$ cat config.mk
export PLATFORM = sky130hd
export DESIGN_NAME = load_store_unit
export DESIGN_NICKNAME = d
export VERILOG_FILES = /design/src/rtl/lsu_pkg.sv /design/src/rtl/lsu_align.sv /design/src/rtl/load_store_unit.sv
export SDC_FILE = /design/constraint.sdc
export NUM_CORES = 1
export LEC_CHECK = 0
export BUFFER_PORTS_ARGS = -buffer_cell sky130_fd_sc_hd__buf_4
export CORE_MARGIN = 4
export CORE_UTILIZATION = 51
export CTS_CLUSTER_DIAMETER = 80
export DETAILED_ROUTE_END_ITERATION = 12
export HOLD_SLACK_MARGIN = 0.12
export PLACE_DENSITY = 0.81
export REMOVE_ABC_BUFFERS = 1
export SYNTH_ARGS = -nofsm -noshare
export SYNTH_HDL_FRONTEND = slang
export SYNTH_SLANG_ARGS = --single-unit
$ cat constraint.sdc
create_clock -name clock -period 3.2 [get_ports clock]
set_input_delay 0.64 -clock clock [delete_from_list [all_inputs] [get_ports clock]]
set_output_delay 0.64 -clock clock [all_outputs]
set_load 0.01 [all_outputs]
$ cat src/rtl/lsu_pkg.sv
// Shared RV32I load/store funct3 encodings and the LSU controller state encoding.
package lsu_pkg;

    localparam logic [2:0] F3_LB  = 3'b000;
    localparam logic [2:0] F3_LH  = 3'b001;
    localparam logic [2:0] F3_LW  = 3'b010;
    localparam logic [2:0] F3_LBU = 3'b100;
    localparam logic [2:0] F3_LHU = 3'b101;

    localparam logic [2:0] F3_SB  = 3'b000;
    localparam logic [2:0] F3_SH  = 3'b001;
    localparam logic [2:0] F3_SW  = 3'b010;

    typedef enum logic [1:0] {
        ST_IDLE   = 2'd0,
        ST_ACCESS = 2'd1,
        ST_MERGE  = 2'd2,
        ST_RESP   = 2'd3
    } lsu_state_t;

endpackage

$ cat src/rtl/lsu_align.sv
// Combinational lane logic: extracts/extends a load result from a word and merges sub-word store data into a word.
module lsu_align
    import lsu_pkg::*;
(
    input  logic [2:0]  i_funct3,
    input  logic [1:0]  i_off,
    input  logic [31:0] i_word,
    input  logic [31:0] i_wdata,
    output logic [31:0] o_ld_data,
    output logic [31:0] o_st_word
);

    logic [7:0]  w_byte;
    logic [15:0] w_half;

    assign w_byte = i_word[{i_off, 3'b000} +: 8];
    assign w_half = i_off[1] ? i_word[31:16] : i_word[15:0];

    always_comb begin
        o_ld_data = i_word;
        case (i_funct3)
            F3_LB:   o_ld_data = {{24{w_byte[7]}}, w_byte};
            F3_LH:   o_ld_data = {{16{w_half[15]}}, w_half};
            F3_LBU:  o_ld_data = {24'd0, w_byte};
            F3_LHU:  o_ld_data = {16'd0, w_half};
            default: o_ld_data = i_word;
        endcase
    end

    // Only the addressed lanes change; the rest of the word comes from the prior read.
    always_comb begin
        o_st_word = i_word;
        case (i_funct3)
            F3_SB:   o_st_word[{i_off, 3'b000} +: 8]       = i_wdata[7:0];
            F3_SH:   o_st_word[{i_off[1], 4'b0000} +: 16]  = i_wdata[15:0];
            default: o_st_word = i_wdata;
        endcase
    end

endmodule

$ cat src/rtl/load_store_unit.sv
// Single-outstanding load/store unit: sized/signed loads, read-modify-write SB/SH, fault detection.
// Accept->resp latency 2 (loads, SW), 3 (SB/SH), 1 (fault); req_ready only in IDLE, response held until resp_ready.
module load_store_unit
    import lsu_pkg::*;
#(
    parameter int WORD_ADDR_W = 5
) (
    input  logic        clock,
    input  logic        reset,
    input  logic        req_valid,
    output logic        req_ready,
    input  logic        req_store,
    input  logic [2:0]  req_funct3,
    input  logic [31:0] req_addr,
    input  logic [31:0] req_wdata,
    output logic [31:0] mem_addr,
    output logic [31:0] mem_wr_data,
    output logic        mem_read,
    output logic        mem_write,
    input  logic [31:0] mem_data,
    output logic        resp_valid,
    input  logic        resp_ready,
    output logic [31:0] resp_data,
    output logic        resp_fault
);

    lsu_state_t               r_state;
    logic                     r_store;
    logic [2:0]               r_funct3;
    logic [WORD_ADDR_W+1:0]   r_addr;
    logic [31:0]              r_wdata;
    logic [31:0]              r_word;
    logic                     r_resp_valid;
    logic                     r_resp_fault;
    logic [31:0]              r_resp_data;

    logic        w_illegal;
    logic        w_misalign;
    logic        w_oob;
    logic        w_fault;
    logic        w_is_sw;
    logic        w_rd;
    logic        w_wr;
    logic [31:0] w_align_word;
    logic [31:0] w_ld_data;
    logic [31:0] w_st_word;

    assign w_illegal  = req_store ? (req_funct3[2] || (req_funct3[1:0] == 2'b11))
                                  : ((req_funct3[1:0] == 2'b11) || (req_funct3 == 3'b110));
    assign w_misalign = ((req_funct3[1:0] == 2'b01) && req_addr[0])
                     || ((req_funct3[1:0] == 2'b10) && (req_addr[1:0] != 2'b00));
    assign w_oob      = |req_addr[31:WORD_ADDR_W+2];
    assign w_fault    = w_illegal || w_misalign || w_oob;

    assign w_is_sw = r_store && (r_funct3 == F3_SW);

    // Strobes are gated by reset so an aborted SW/MERGE never writes on the reset edge.
    assign w_rd = reset && (r_state == ST_ACCESS);
    assign w_wr = reset && (((r_state == ST_ACCESS) && w_is_sw) || (r_state == ST_MERGE));

    assign mem_read    = w_rd;
    assign mem_write   = w_wr;
    assign mem_addr    = (w_rd || w_wr) ? {{(32-WORD_ADDR_W){1'b0}}, r_addr[WORD_ADDR_W+1:2]} : 32'd0;
    assign mem_wr_data = !w_wr ? 32'd0 : ((r_state == ST_MERGE) ? w_st_word : r_wdata);

    assign w_align_word = (r_state == ST_MERGE) ? r_word : mem_data;

    lsu_align u_align (
        .i_funct3  (r_funct3),
        .i_off     (r_addr[1:0]),
        .i_word    (w_align_word),
        .i_wdata   (r_wdata),
        .o_ld_data (w_ld_data),
        .o_st_word (w_st_word)
    );

    assign req_ready  = (r_state == ST_IDLE);
    assign resp_valid = r_resp_valid;
    assign resp_data  = r_resp_data;
    assign resp_fault = r_resp_fault;

    always_ff @(posedge clock) begin
        if (!reset) begin
            r_state      <= ST_IDLE;
            r_store      <= 1'b0;
            r_funct3     <= 3'd0;
            r_addr       <= '0;
            r_wdata      <= 32'd0;
            r_word       <= 32'd0;
            r_resp_valid <= 1'b0;
            r_resp_fault <= 1'b0;
            r_resp_data  <= 32'd0;
        end else begin
            case (r_state)
                ST_IDLE: begin
                    if (req_valid) begin
                        r_store  <= req_store;
                        r_funct3 <= req_funct3;
                        r_addr   <= req_addr[WORD_ADDR_W+1:0];
                        r_wdata  <= req_wdata;
                        if (w_fault) begin
                            r_state      <= ST_RESP;
                            r_resp_valid <= 1'b1;
                            r_resp_fault <= 1'b1;
                            r_resp_data  <= 32'd0;
                        end else begin
                            r_state <= ST_ACCESS;
                        end
                    end
                end
                ST_ACCESS: begin
                    r_word <= mem_data;
                    if (r_store && !w_is_sw) begin
                        r_state <= ST_MERGE;
                    end else begin
                        r_state      <= ST_RESP;
                        r_resp_valid <= 1'b1;
                        r_resp_fault <= 1'b0;
                        r_resp_data  <= r_store ? 32'd0 : w_ld_data;
                    end
                end
                ST_MERGE: begin
                    r_state      <= ST_RESP;
                    r_resp_valid <= 1'b1;
                    r_resp_fault <= 1'b0;
                    r_resp_data  <= 32'd0;
                end
                ST_RESP: begin
                    if (resp_ready) begin
                        r_state      <= ST_IDLE;
                        r_resp_valid <= 1'b0;
                        r_resp_fault <= 1'b0;
                        r_resp_data  <= 32'd0;
                    end
                end
                default: r_state <= ST_IDLE;
            endcase
        end
    end

endmodule

==> flow_summary_export.csv <==
group,metric,value,unit
run_status,status,"complete, but fails checks",
run_status,failed_checks,"negative setup slack",
sta,setup_viol,1,
layout,fin_util,0.681,
grt,grt_antenna_before_repair,0,
grt,grt_overflow,0,
worst_setup_path,crit_type,"reg2out",
placement,dp_hpwl,13900,µm
layout,multi_input_area,0.00354,mm²
route,routed_wl,18700,µm
sta,worst_slack,-0.0447,ns
placement,placed_cell_area,0.00751,mm²
sta,hold_ws,0.449,ns
power,leakage,0.00331,µW
layout,final_common_cell,"buf_4",
sta,rsz0062_at_grt,"true",
clocking,clk_pin_slew,0.07,ns
clocking,cts-root-buf,"clkbuf_16",
placement,gp_congestion,0.963,
synthesis,synth_cell_types,58,
route,avgViaCountPerCell,5.53,
sta,finalClockSkew,0.00637,ns
route,route.detailed.drc,0,
sta,relSlewSlack,0.418,
clocking,numCtsBuffers,9,
grt,grt_pass1_wl,28900,µm
worst_setup_path,end_kind,"output pin",
sta,period_needed,3.24,ns
clocking,clockBufferDepth,2,
worst_setup_path,crit_required,2.56,ns
layout,fin_area,0.00788,mm²
route,dr.pass1.iters,7,
synthesis,synth_flop_cell,"dfxtp_1",
sta,fmax,308,MHz
layout,regArea,0.00222,mm²
grt,grt_pass1_vias,5394,
synthesis,synth.avg_cell_area,8.11,µm²
route,ant_nets,0,
layout,layout_common_cells,"buf_4 (204), nand2_1 (144), dfxtp_1 (109)",
floorplan,die_x,117,µm
clocking,insertion_delay,0.35,ns
layout,antennaDiodeCount,0,
synthesis,synth_edf_count,0,
floorplan,core,0.0116,mm²
floorplan,rows,39,
route,vias,5885,
clocking,h-tree-depth,3,
synthesis,syn_inst,751,
floorplan,start_util,0.527,
floorplan,dieArea,0.0138,mm²
layout,final_nets,1029,
floorplan,die-height,117,µm
worst_setup_path,reg2reg_depth,9,
min_path,hold_path_class,"reg2reg",
synthesis,synthArstFlopShare,0,
synthesis,yosysWarnings,0,
sta,maxSlewViolCount,0,
sta,period_share,1.01,
worst_setup_path,start_kind,"flip-flop",
sta,finalSetupTns,-0.0447,ns
route,wl_per_cell,17.6,µm
job,maxCapViolations,0,
placement,io_buffers,177,
power,cellPowerDensity,730,mW/mm²
worst_setup_path,arrival,2.60,ns
worst_setup_path,critical_path_peak_fanout,35,
clocking,cts_tree,"yes",
sta,worstMarginPinSlew,0.873,ns
min_path,hold_depth,2,
power,ir_worst_vdd,0.000548,V
synthesis,seq_area_frac_synth,0.365,
layout,fillers,1006,
grt,grt_max_degree,80,
synthesis,synthesis.area,0.00609,mm²
sta,hold_viol,0,
layout,syn_to_final_growth,29.3,%
floorplan,io_pins,205,
route,drt_iter0_markers,592,
clocking,cts.sinks,111,
layout,final_layout_size_suffix_gt1_frac,0.274,
synthesis,yosys_register_bits,111,
grt,grtUsageTotal,0.258,
[final cells by class]
type,count,area share
Multi-Input combinational cell,567,0.449
Clock buffer,11,0.0308
Timing Repair Buffer,206,0.198
Clock inverter,5,0.00730
Tap cell,143,0.0227
Sequential cell,111,0.282
Inverter,21,0.0100
[metal layers]
metal	track usage	routed length, µm
met5	0	0
met4	0.0726	402
met3	0.0592	1510
met2	0.410	8530
met1	0.352	8240
[Yosys cell counts (2+ instances only)]
| master | n | area (µm²) |
|---|---|---|
| a221oi_1 | 12 | 105 |
| nand3_1 | 4 | 20.0 |
| and2_1 | 7 | 43.8 |
| o21ai_1 | 4 | 20.0 |
| nor2_1 | 77 | 289 |
| o2bb2ai_1 | 8 | 70.1 |
| nand4_1 | 3 | 18.8 |
| o21ai_0 | 30 | 150 |
| dfxtp_1 | 111 | 2220 |
| a21o_1 | 5 | 37.5 |
| o21a_1 | 2 | 15.0 |
| buf_2 | 10 | 50.1 |
| a211o_1 | 4 | 35.0 |
| nor4_1 | 5 | 31.3 |
| nor3_2 | 2 | 20.0 |
| nand2b_1 | 2 | 12.5 |
| a21oi_1 | 64 | 320 |
| ha_1 | 9 | 113 |
| nor2b_1 | 4 | 25.0 |
| inv_1 | 20 | 75.1 |
| a22oi_1 | 18 | 135 |
| nand2_1 | 144 | 541 |
| buf_1 | 6 | 22.5 |
| mux2_2 | 5 | 56.3 |
| o221ai_1 | 8 | 70.1 |
| buf_4 | 31 | 233 |
| a211oi_1 | 2 | 15.0 |
| a22o_1 | 17 | 149 |
| clkbuf_1 | 30 | 113 |
| a32o_1 | 8 | 80.1 |
| mux2i_1 | 70 | 701 |
| o31ai_1 | 3 | 22.5 |
[worst paths after layout]
path | start | endpoint | slack, ns
setup reg to reg | r_state[0] | resp_data[31] | 0.50
hold reg to reg | r_addr[6] | r_addr[6] | 0.45
hold / removal | r_addr[6] | r_addr[6] | 0.45
setup / recovery | r_state[0] | mem_wr_data[28] | -0.04
[registers in the layout, indices dropped and copies added (netlist names)]
signal      cells
r_wdata        32
r_word         32
resp_data      32
r_addr          7
r_funct3        3
r_state         2
r_store         1
resp_fault      1
resp_valid      1
[what timing repair did]
item,4_1_cts,5_1_grt
hold buffers,0,0
setup endpoints to repair,0,18
resized for setup,0,14
buffers inserted,0,0
[kinds of logic (layout without fill, tap and decap cells)]
| kind of cell | after synthesis | in the layout | share of synthesized area |
|---|---|---|---|
| AO/OA/AOI/OAI | 194 | 194 | 0.219 |
| adder cells (fa/ha/maj) | 9 | 9 | 0.0185 |
| buffers and inverters | 99 | 243 | 0.0834 |
| flip-flops | 111 | 111 | 0.365 |
| multiplexers | 76 | 76 | 0.126 |
| other | 1 | 27 | 0.000615 |
| AND/OR/NAND/NOR | 261 | 261 | 0.187 |
[where the power goes]
group          internal, µW  switching, µW
logic                  1150           1620
clock network           629            508
registers              1650            199
[worst max-delay path: stages, from the launching register on]
cell      delay (ns)
dfxtp_1         0.33
inv_1           0.13
ha_2            0.23
buf_12          0.27
mux2i_1         0.44
o21ai_0         0.15
a221oi_1        0.39
a21oi_1         0.12
buf_4           0.16
[metrics by stage]
step	setup slack, ns	power [µW]	std cells
global route	-0.122	6080	1064
detailed placement	0.396	4540	1048
CTS	0.0169	5670	1064
finish	-0.0447	5760	1064
global placement	0.386	4520	1048
floorplan	-1.20	3560	699
Power figures use the tool's default switching activity.
